### src/rtl/multicycle_controller.sv
// Control unit for the multicycle ARM datapath: main sequencing FSM, ALU decode,
// registered condition-execute bit and NZCV flag register with optional memory wait states.
module multicycle_controller #(
    parameter int MEM_WAIT  = 1,
    parameter int ALUCTRL_W = 3
) (
    input  logic                 clk,
    input  logic                 reset,
    input  logic [19:0]          Instr,
    input  logic [3:0]           ALUFlags,
    input  logic                 MemReady,
    output logic                 PCWrite,
    output logic                 AdrSrc,
    output logic                 MemWrite,
    output logic                 IRWrite,
    output logic                 RegWrite,
    output logic [1:0]           RegSrc,
    output logic [1:0]           ImmSrc,
    output logic [1:0]           ALUSrcA,
    output logic [1:0]           ALUSrcB,
    output logic [1:0]           ResultSrc,
    output logic [ALUCTRL_W-1:0] ALUControl,
    output logic                 Illegal,
    output logic [3:0]           State
);

    localparam logic [3:0] FETCH    = 4'd0;
    localparam logic [3:0] DECODE   = 4'd1;
    localparam logic [3:0] MEMADR   = 4'd2;
    localparam logic [3:0] MEMREAD  = 4'd3;
    localparam logic [3:0] MEMWB    = 4'd4;
    localparam logic [3:0] MEMWRITE = 4'd5;
    localparam logic [3:0] EXECUTER = 4'd6;
    localparam logic [3:0] EXECUTEI = 4'd7;
    localparam logic [3:0] ALUWB    = 4'd8;
    localparam logic [3:0] BRANCH   = 4'd9;

    logic [3:0] state_q, state_d;
    logic       condex_q, condex_d;
    logic [3:0] flags_q, flags_d;

    // Instr carries bits [31:12], so bit k of the instruction sits at Instr[k-12].
    logic [3:0] cond_s, cmd_s, rd_s;
    logic [1:0] op_s;
    logic       imm_s, sbit_s, ready_s, is_exec_s;

    assign cond_s    = Instr[19:16];
    assign op_s      = Instr[15:14];
    assign imm_s     = Instr[13];
    assign cmd_s     = Instr[12:9];
    assign sbit_s    = Instr[8];
    assign rd_s      = Instr[3:0];
    assign ready_s   = (MEM_WAIT != 0) ? MemReady : 1'b1;
    assign is_exec_s = (state_q == EXECUTER) || (state_q == EXECUTEI);

    function automatic logic cond_check(input logic [3:0] c, input logic [3:0] f);
        logic n, z, cy, v;
        logic res;
        {n, z, cy, v} = f;
        case (c)
            4'b0000: res = z;
            4'b0001: res = ~z;
            4'b0010: res = cy;
            4'b0011: res = ~cy;
            4'b0100: res = n;
            4'b0101: res = ~n;
            4'b0110: res = v;
            4'b0111: res = ~v;
            4'b1000: res = cy & ~z;
            4'b1001: res = ~cy | z;
            4'b1010: res = (n == v);
            4'b1011: res = (n != v);
            4'b1100: res = ~z & (n == v);
            4'b1101: res = z | (n != v);
            4'b1110: res = 1'b1;
            default: res = 1'b0;
        endcase
        return res;
    endfunction

    logic [2:0] alu_code_s;
    logic [1:0] flag_w_s;
    logic       no_write_s;

    // ALU operation decode from cmd and S
    always_comb begin
        alu_code_s = 3'd0;
        flag_w_s   = 2'b00;
        no_write_s = 1'b0;
        case (cmd_s)
            4'b0100: begin alu_code_s = 3'd0; flag_w_s = {sbit_s, sbit_s}; end
            4'b0010: begin alu_code_s = 3'd1; flag_w_s = {sbit_s, sbit_s}; end
            4'b0000: begin alu_code_s = 3'd2; flag_w_s = {sbit_s, 1'b0}; end
            4'b1100: begin alu_code_s = 3'd3; flag_w_s = {sbit_s, 1'b0}; end
            4'b0001: begin alu_code_s = 3'd4; flag_w_s = {sbit_s, 1'b0}; end
            4'b1010: begin alu_code_s = 3'd1; flag_w_s = 2'b11; no_write_s = 1'b1; end
            default: begin alu_code_s = 3'd0; flag_w_s = 2'b00; no_write_s = 1'b0; end
        endcase
    end

    // Next-state, condition latch and flag update
    always_comb begin
        state_d  = FETCH;
        condex_d = condex_q;
        flags_d  = flags_q;
        case (state_q)
            FETCH:    state_d = ready_s ? DECODE : FETCH;
            DECODE: begin
                condex_d = cond_check(cond_s, flags_q);
                case (op_s)
                    2'b01:   state_d = MEMADR;
                    2'b00:   state_d = imm_s ? EXECUTEI : EXECUTER;
                    2'b10:   state_d = BRANCH;
                    default: state_d = FETCH;
                endcase
            end
            MEMADR:   state_d = sbit_s ? MEMREAD : MEMWRITE;
            MEMREAD:  state_d = ready_s ? MEMWB : MEMREAD;
            MEMWB:    state_d = FETCH;
            MEMWRITE: state_d = ready_s ? FETCH : MEMWRITE;
            EXECUTER, EXECUTEI: begin
                state_d = ALUWB;
                if (condex_q) begin
                    flags_d[3:2] = flag_w_s[1] ? ALUFlags[3:2] : flags_q[3:2];
                    flags_d[1:0] = flag_w_s[0] ? ALUFlags[1:0] : flags_q[1:0];
                end else begin
                    flags_d = flags_q;
                end
            end
            ALUWB:    state_d = FETCH;
            BRANCH:   state_d = FETCH;
            default:  state_d = FETCH;
        endcase
    end

    // State, condition and flag registers
    always_ff @(posedge clk) begin
        if (reset) begin
            state_q  <= FETCH;
            condex_q <= 1'b0;
            flags_q  <= 4'b0000;
        end else begin
            state_q  <= state_d;
            condex_q <= condex_d;
            flags_q  <= flags_d;
        end
    end

    logic reg_w_s, mem_w_s, branch_s, fetch_pc_s, pc_reg_s;

    // Per-state datapath controls; write enables are gated below
    always_comb begin
        reg_w_s    = 1'b0;
        mem_w_s    = 1'b0;
        branch_s   = 1'b0;
        fetch_pc_s = 1'b0;
        IRWrite    = 1'b0;
        AdrSrc     = 1'b0;
        RegSrc     = 2'b00;
        ALUSrcA    = 2'd0;
        ALUSrcB    = 2'd0;
        ResultSrc  = 2'd0;
        Illegal    = 1'b0;
        case (state_q)
            FETCH: begin
                ALUSrcA    = 2'd1;
                ALUSrcB    = 2'd2;
                ResultSrc  = 2'd2;
                IRWrite    = ready_s;
                fetch_pc_s = ready_s;
            end
            DECODE: begin
                ALUSrcA   = 2'd1;
                ALUSrcB   = 2'd2;
                ResultSrc = 2'd2;
                RegSrc    = {op_s == 2'b01, op_s == 2'b10};
                Illegal   = (op_s == 2'b11);
            end
            MEMADR:   ALUSrcB = 2'd1;
            MEMREAD:  AdrSrc = 1'b1;
            MEMWB: begin
                ResultSrc = 2'd1;
                reg_w_s   = 1'b1;
            end
            MEMWRITE: begin
                AdrSrc  = 1'b1;
                mem_w_s = 1'b1;
            end
            EXECUTER: ALUSrcB = 2'd0;
            EXECUTEI: ALUSrcB = 2'd1;
            ALUWB:    reg_w_s = ~no_write_s;
            BRANCH: begin
                ALUSrcB   = 2'd1;
                ResultSrc = 2'd2;
                branch_s  = 1'b1;
            end
            default: begin
                reg_w_s = 1'b0;
            end
        endcase
    end

    assign pc_reg_s   = reg_w_s & condex_q & (rd_s == 4'd15);
    assign RegWrite   = reg_w_s & condex_q & (rd_s != 4'd15);
    assign MemWrite   = mem_w_s & condex_q;
    assign PCWrite    = fetch_pc_s | (branch_s & condex_q) | pc_reg_s;
    assign ImmSrc     = Instr[13:12];
    assign ALUControl = is_exec_s ? ALUCTRL_W'(alu_code_s) : {ALUCTRL_W{1'b0}};
    assign State      = state_q;

endmodule

### config.mk
export PLATFORM = sky130hd
export DESIGN_NAME = multicycle_controller
export DESIGN_NICKNAME = d
export VERILOG_FILES = /design/src/rtl/multicycle_controller.sv
export SDC_FILE = /design/constraint.sdc
export NUM_CORES = 1
export LEC_CHECK = 0
export BUFFER_PORTS_ARGS = -buffer_cell sky130_fd_sc_hd__buf_2
export CAP_MARGIN = 20
export CORE_MARGIN = 4
export CORE_UTILIZATION = 30
export CTS_BUF_LIST = sky130_fd_sc_hd__clkbuf_4 sky130_fd_sc_hd__clkbuf_8
export CTS_CLUSTER_DIAMETER = 150
export DETAILED_ROUTE_END_ITERATION = 10
export PLACE_DENSITY = 0.65
export SLEW_MARGIN = 15
export SYNTH_ARGS = -nofsm -noshare
export SYNTH_HDL_FRONTEND = slang
export SYNTH_SLANG_ARGS = --single-unit
### constraint.sdc
create_clock -name clk -period 2.79 [get_ports clk]
set_clock_uncertainty 0.05 [all_clocks]
set_input_delay 0.4185 -clock clk [delete_from_list [all_inputs] [get_ports clk]]
set_output_delay 0.4185 -clock clk [all_outputs]
set_load 0.01 [all_outputs]
==> flow_summary.toml, run 1 <==
[route]
viasPerCell = 5.39
wl_per_cell_microns = 12.9
drc_errors = 0
num_vias = 1045
wl_microns = 2490
ant_nets = 0
drtIter0Drc = 56
dr.pass1.iters = 4

[floorplan]
initial_core_util_pct = 32.2
coreArea_sq_um = 2850
die_w_microns = 63.4
pin_count = 50
dieArea_sq_um = 4020
fp.dieH_microns = 63.4
fp-row-count = 19

[sta]
rsz0062_at_grt = "false"
fin_crit_ns = 2.19
drv_slew = 0
post-route-period-util_pct = 78.7
slew_headroom_pct = 61.6
setup_violations = 0
finalHoldWorstSlack_ns = 0.357
hold_violations = 0
worst_pin_slew_ns = 0.575
setup_tns_ns = 0
fmax_ghz = 0.456

[synth]
synth_warnings = 0
syn_area_sq_um = 920
async_flop_share_pct = 0
synth_top_area_cell = "dfxtp_1"
ys_seq_elements = 9
synth-edff-count = 0
ys_seq_area_share_pct = 19.6
syn_area_per_cell_sq_um = 7.36
synth.distinct_cells = 45
ys.flop_type = "dfxtp_1"
synthesis.nets = 152
syn_inst = 125
yosys-top-cells-area = "dfxtp_1 (20%), mux2i_1 (8.7%), nor2_1 (4.9%)"
netlist.area_leader.share_pct = 19.6

[finish]
area_delta_synth_final_pct = 25.3
antenna-diode-count = 0
fin_cells = 194
final_common_cell = "buf_2"
mostFrequentLayoutCells = "buf_2 (44), nor2_1 (12), dfxtp_1 (9)"
drive_above_1_share_pct = 31.3
nNetsFinal = 191

[global_route]
grt_usage_pct = 12.7
grt_pass1_vias = 1001
antenna_found_initial = 0
overflow = 0
grt_pass1_wl_microns = 4380
grt_max_degree = 19

[power]
peakVddDrop_mv = 0.310
power.leakage_nw = 0.503
power_mw = 0.369
powerDensity_nw_per_um2 = 320

[clocking]
post-cts-setup-buffers = 0
ctsHoldBuffers = 0
cts-buffers-inserted = 3
cts_tree = "yes"
clk-insertion-delay-late_ns = 0.25
path_clk_slew_ns = 0.06
cts_resized = 0
h-tree-depth = 1
cts-root-buf = "clkbuf_4"
clock-sinks = 9
cts_max_path_buffers = 2

[critical_path]
critPathMaxFanout = 18
reg2reg_depth = 4
cp-start-kind = "register"
crit_required_ns = 2.32
arrival_ns = 1.73
cp-end-kind = "output port"
path_class = "register to output port"

[placed_design]
portBuffers = 44
dp.cells = 190
gp_congestion = 0.789
dpl.hpwl_microns = 2010

[run]
cap_violations = 0

[run_status]
status = "finished clean"

[hold_path]
hold_class = "input port to register"
whs_path_depth = 3
[path summary, 6_finish.rpt]
check | from | end | slack, ns
max | State[1]$_SDFF_PP0_ | ALUControl[1] | 0.60
min | ALUFlags[0] | flags_q[0]$_SDFFE_PP0P_ | 0.36
max reg2reg | State[1]$_SDFF_PP0_ | flags_q[1]$_SDFFE_PP0P_ | 0.87
min reg2reg | flags_q[0]$_SDFFE_PP0P_ | flags_q[0]$_SDFFE_PP0P_ | 0.52
[metrics by stage]
step | setup slack [ns] | utilization (%) | instance area (sq um)
2_1_floorplan | 1.09 | - | 920
3_3_place_gp | 0.867 | 39.3 | 1120
3_5_place_dp | 0.867 | 39.3 | 1120
4_1_cts | 0.576 | 40.4 | 1150
5_1_grt | 0.415 | 40.4 | 1150
6_report | 0.596 | 40.4 | 1150
[layout make-up]
class                           count  area [sq um]
Clock buffer                        4          30.0
Timing Repair Buffer               44           220
Tap cell                           31          38.8
Sequential cell                     9           180
Fill cell                         299          1700
Inverter                            5          18.8
Multi-Input combinational cell    101           664
[cells in the mapped netlist, types with 2 or more instances]
master / n
nor2_1: 12
dfxtp_1: 9
mux2i_1: 8
nand2_1: 8
inv_1: 5
nor3_1: 5
a21oi_1: 4
buf_4: 4
nand2b_1: 4
nand3_1: 4
nor2b_1: 4
nor4_1: 4
o21ai_0: 4
a211oi_1: 3
and2_1: 3
buf_2: 3
clkbuf_1: 3
nand3b_1: 3
nor3b_1: 3
xnor2_1: 3
a2111oi_0: 2
and3_1: 2
nand4_1: 2
o32a_1: 2
[registers in the layout (all words and copies together), names as in the netlist]
name,flops
condex_q,1
flags_q,4
State,4
[where the power goes]
part | internal (mW) | total (mW) | switching [mW] | leakage [nW]
logic | 0.0531 | 0.116 | 0.0627 | 0.412
registers | 0.133 | 0.146 | 0.0135 | 0.0730
clock network | 0.0646 | 0.107 | 0.0423 | 0.0184
[cells by family (layout without fill, tap and decap cells)]
kind of cell    Yosys count  after routing  share of synthesized area, %
simple gates             59             59                          35.8
xor+xnor                  4              4                          3.81
other cells               1              1                         0.408
compound gates           29             29                          23.5
flops                     9              9                          19.6
mux                       8              8                          8.71
buf+inv                  15             53                          8.16
[metal layers]
metal | share of wire (%) | up-vias | global-route usage, %
met3 | 8.3 | 0 | 3.55
met4 | 0 | 0 | 1.62
li1 | - | 541 | -
met5 | 0 | - | 0
met2 | 46 | 39 | 21.1
met1 | 46 | 465 | 16.7
[worst max-delay path, stage by stage (launching register included)]
cell and delay (ns):
dfxtp_1 0.68, nand3b_1 0.32, nor4_1 0.29, buf_2 0.18
Power figures use the tool's default switching activity.
==> inputs of run 2 (changes only) <==
- clock period: 2.79 -> 2.28 ns (I/O delays scaled with it)
==> flow_summary.toml, run 2 (synthesis gave the netlist of run 1 again) <==
[power]
power_frac_clock_pct = 28.4
combPwrFrac_pct = 33.1
p_switching_mw = 0.144
pwr-share-seq_pct = 38.5
p_int_mw = 0.309
power.leakage_nw = 0.514
peakVddDrop_mv = 0.387
switching_share_pct = 31.8
powerDensity_nw_per_um2 = 388

[critical_path]
crit_required_ns = 1.89
r2r-start = "State[2]$_SDFF_PP0_"
reg2reg_to = "State[0]$_SDFF_PP0_"
crit_start = "State[2]$_SDFF_PP0_"
critPathMaxFanout = 10
path_class = "register to output port"
setup.worst_path.end = "RegSrc[0]"
rrSetupSlack_ns = 0.44
arrival_ns = 1.65
reg2reg_depth = 6
cp-start-kind = "register"
cp-end-kind = "output port"

[placed_design]
portBuffers = 44
gp_congestion = 0.778
placed_area_sq_um = 1140
dp_slack_ns = 0.466
dpl.hpwl_microns = 2070

[global_route]
antenna_found_initial = 0
overflow = 0
grt_max_degree = 18
grt_pass1_vias = 1021
grt_pass1_wl_microns = 4650
grt_usage_pct = 13.6

[sta]
fmax_ghz = 0.489
layout_setup_ws_ns = 0.233
rsz0062_at_grt = "false"
setup_violations = 0
post-route-period-util_pct = 89.8
drv_slew = 0
setup_tns_ns = 0
hold_violations = 0
fin_crit_ns = 2.05

[run_status]
status = "finished clean"

[finish]
fin_area_sq_um = 1170
area_delta_synth_final_pct = 26.9
mostFrequentLayoutCells = "buf_2 (44), nor2_1 (12), dfxtp_1 (9)"
antenna-diode-count = 0
fillers = 318
multi_input_area_sq_um = 664
final_common_cell = "buf_2"
seqCellArea_sq_um = 180
nNetsFinal = 193
drive_above_1_share_pct = 32.1

[clocking]
cts-root-buf = "clkbuf_4"
cts_tree = "yes"
post-cts-setup-buffers = 0
clock-sinks = 9
ctsHoldBuffers = 0
cts-buffers-inserted = 3
clk-insertion-delay-late_ns = 0.25
path_clk_slew_ns = 0.06
cts_max_path_buffers = 2
cts_resized = 0
h-tree-depth = 1

[floorplan]
coreArea_sq_um = 2850
fp-row-count = 19
die_w_microns = 63.4
pin_count = 50
initial_core_util_pct = 32.2
fp.dieH_microns = 63.4
dieArea_sq_um = 4020

[hold_path]
hold_class = "input port to register"

[route]
dr.pass1.iters = 4
wl_per_cell_microns = 13.1
wl_microns = 2570
viasPerCell = 5.43
num_vias = 1064
ant_nets = 0
drtIter0Drc = 78
drc_errors = 0

[run]
cap_violations = 0
## run 2: how the worst min path moves through the flow
stage                                  from                       to  slack [ns]  depth (start not counted)
floorplan                             reset    condex_q$_SDFFE_PP0P_        0.36                          1
global placement    flags_q[3]$_SDFFE_PP0P_  flags_q[3]$_SDFFE_PP0P_        0.49                          2
finish                          ALUFlags[0]  flags_q[0]$_SDFFE_PP0P_        0.28                          3
CTS                             ALUFlags[0]  flags_q[0]$_SDFFE_PP0P_        0.28                          3
global route                    ALUFlags[0]  flags_q[0]$_SDFFE_PP0P_        0.30                          3
detailed placement  flags_q[0]$_SDFFE_PP0P_  flags_q[0]$_SDFFE_PP0P_        0.51                          2
## run 2: through the flow
step	util [%]	total power [mW]	instances	hold WS [ns]
after floorplan	-	0.268	125	0.364
after global placement	39.9	0.323	192	0.495
after detailed placement	39.9	0.327	192	0.513
after CTS	40.9	0.460	196	0.275
after global routing	40.9	0.489	196	0.301
final	40.9	0.453	196	0.276
## run 2: cell type report
cell class	count	share of cell area, %
Clock buffer	4	2.57
Inverter	5	1.61
Multi-Input combinational cell	101	56.9
Sequential cell	9	15.4
Tap cell	31	3.32
Timing Repair Buffer	46	20.2
## run 2: critical path, stage by stage (launching register included)
cell and delay, ns:
dfxtp_1 0.42, buf_4 0.22, nor2_1 0.19, nand2_1 0.17
nor2_1 0.15, nand2_1 0.09, inv_1 0.05, buf_2 0.12
## run 2: per-layer routing
layer | vias to the layer above | track usage [%] | wire length, microns
li1 | 545 | - | -
met1 | 472 | 17.0 | 1160
met2 | 47 | 22.6 | 1180
met3 | 0 | 4.97 | 228
met4 | 0 | 2.16 | 0
met5 | - | 0 | 0
## run 2: power by group through the flow
stage,registers (mW),logic [mW],clock network [mW]
finish,0.174,0.150,0.129
global route,0.176,0.168,0.145
CTS,0.174,0.150,0.136
detailed placement,0.178,0.150,0
global placement,0.177,0.145,0
floorplan,0.172,0.0959,0
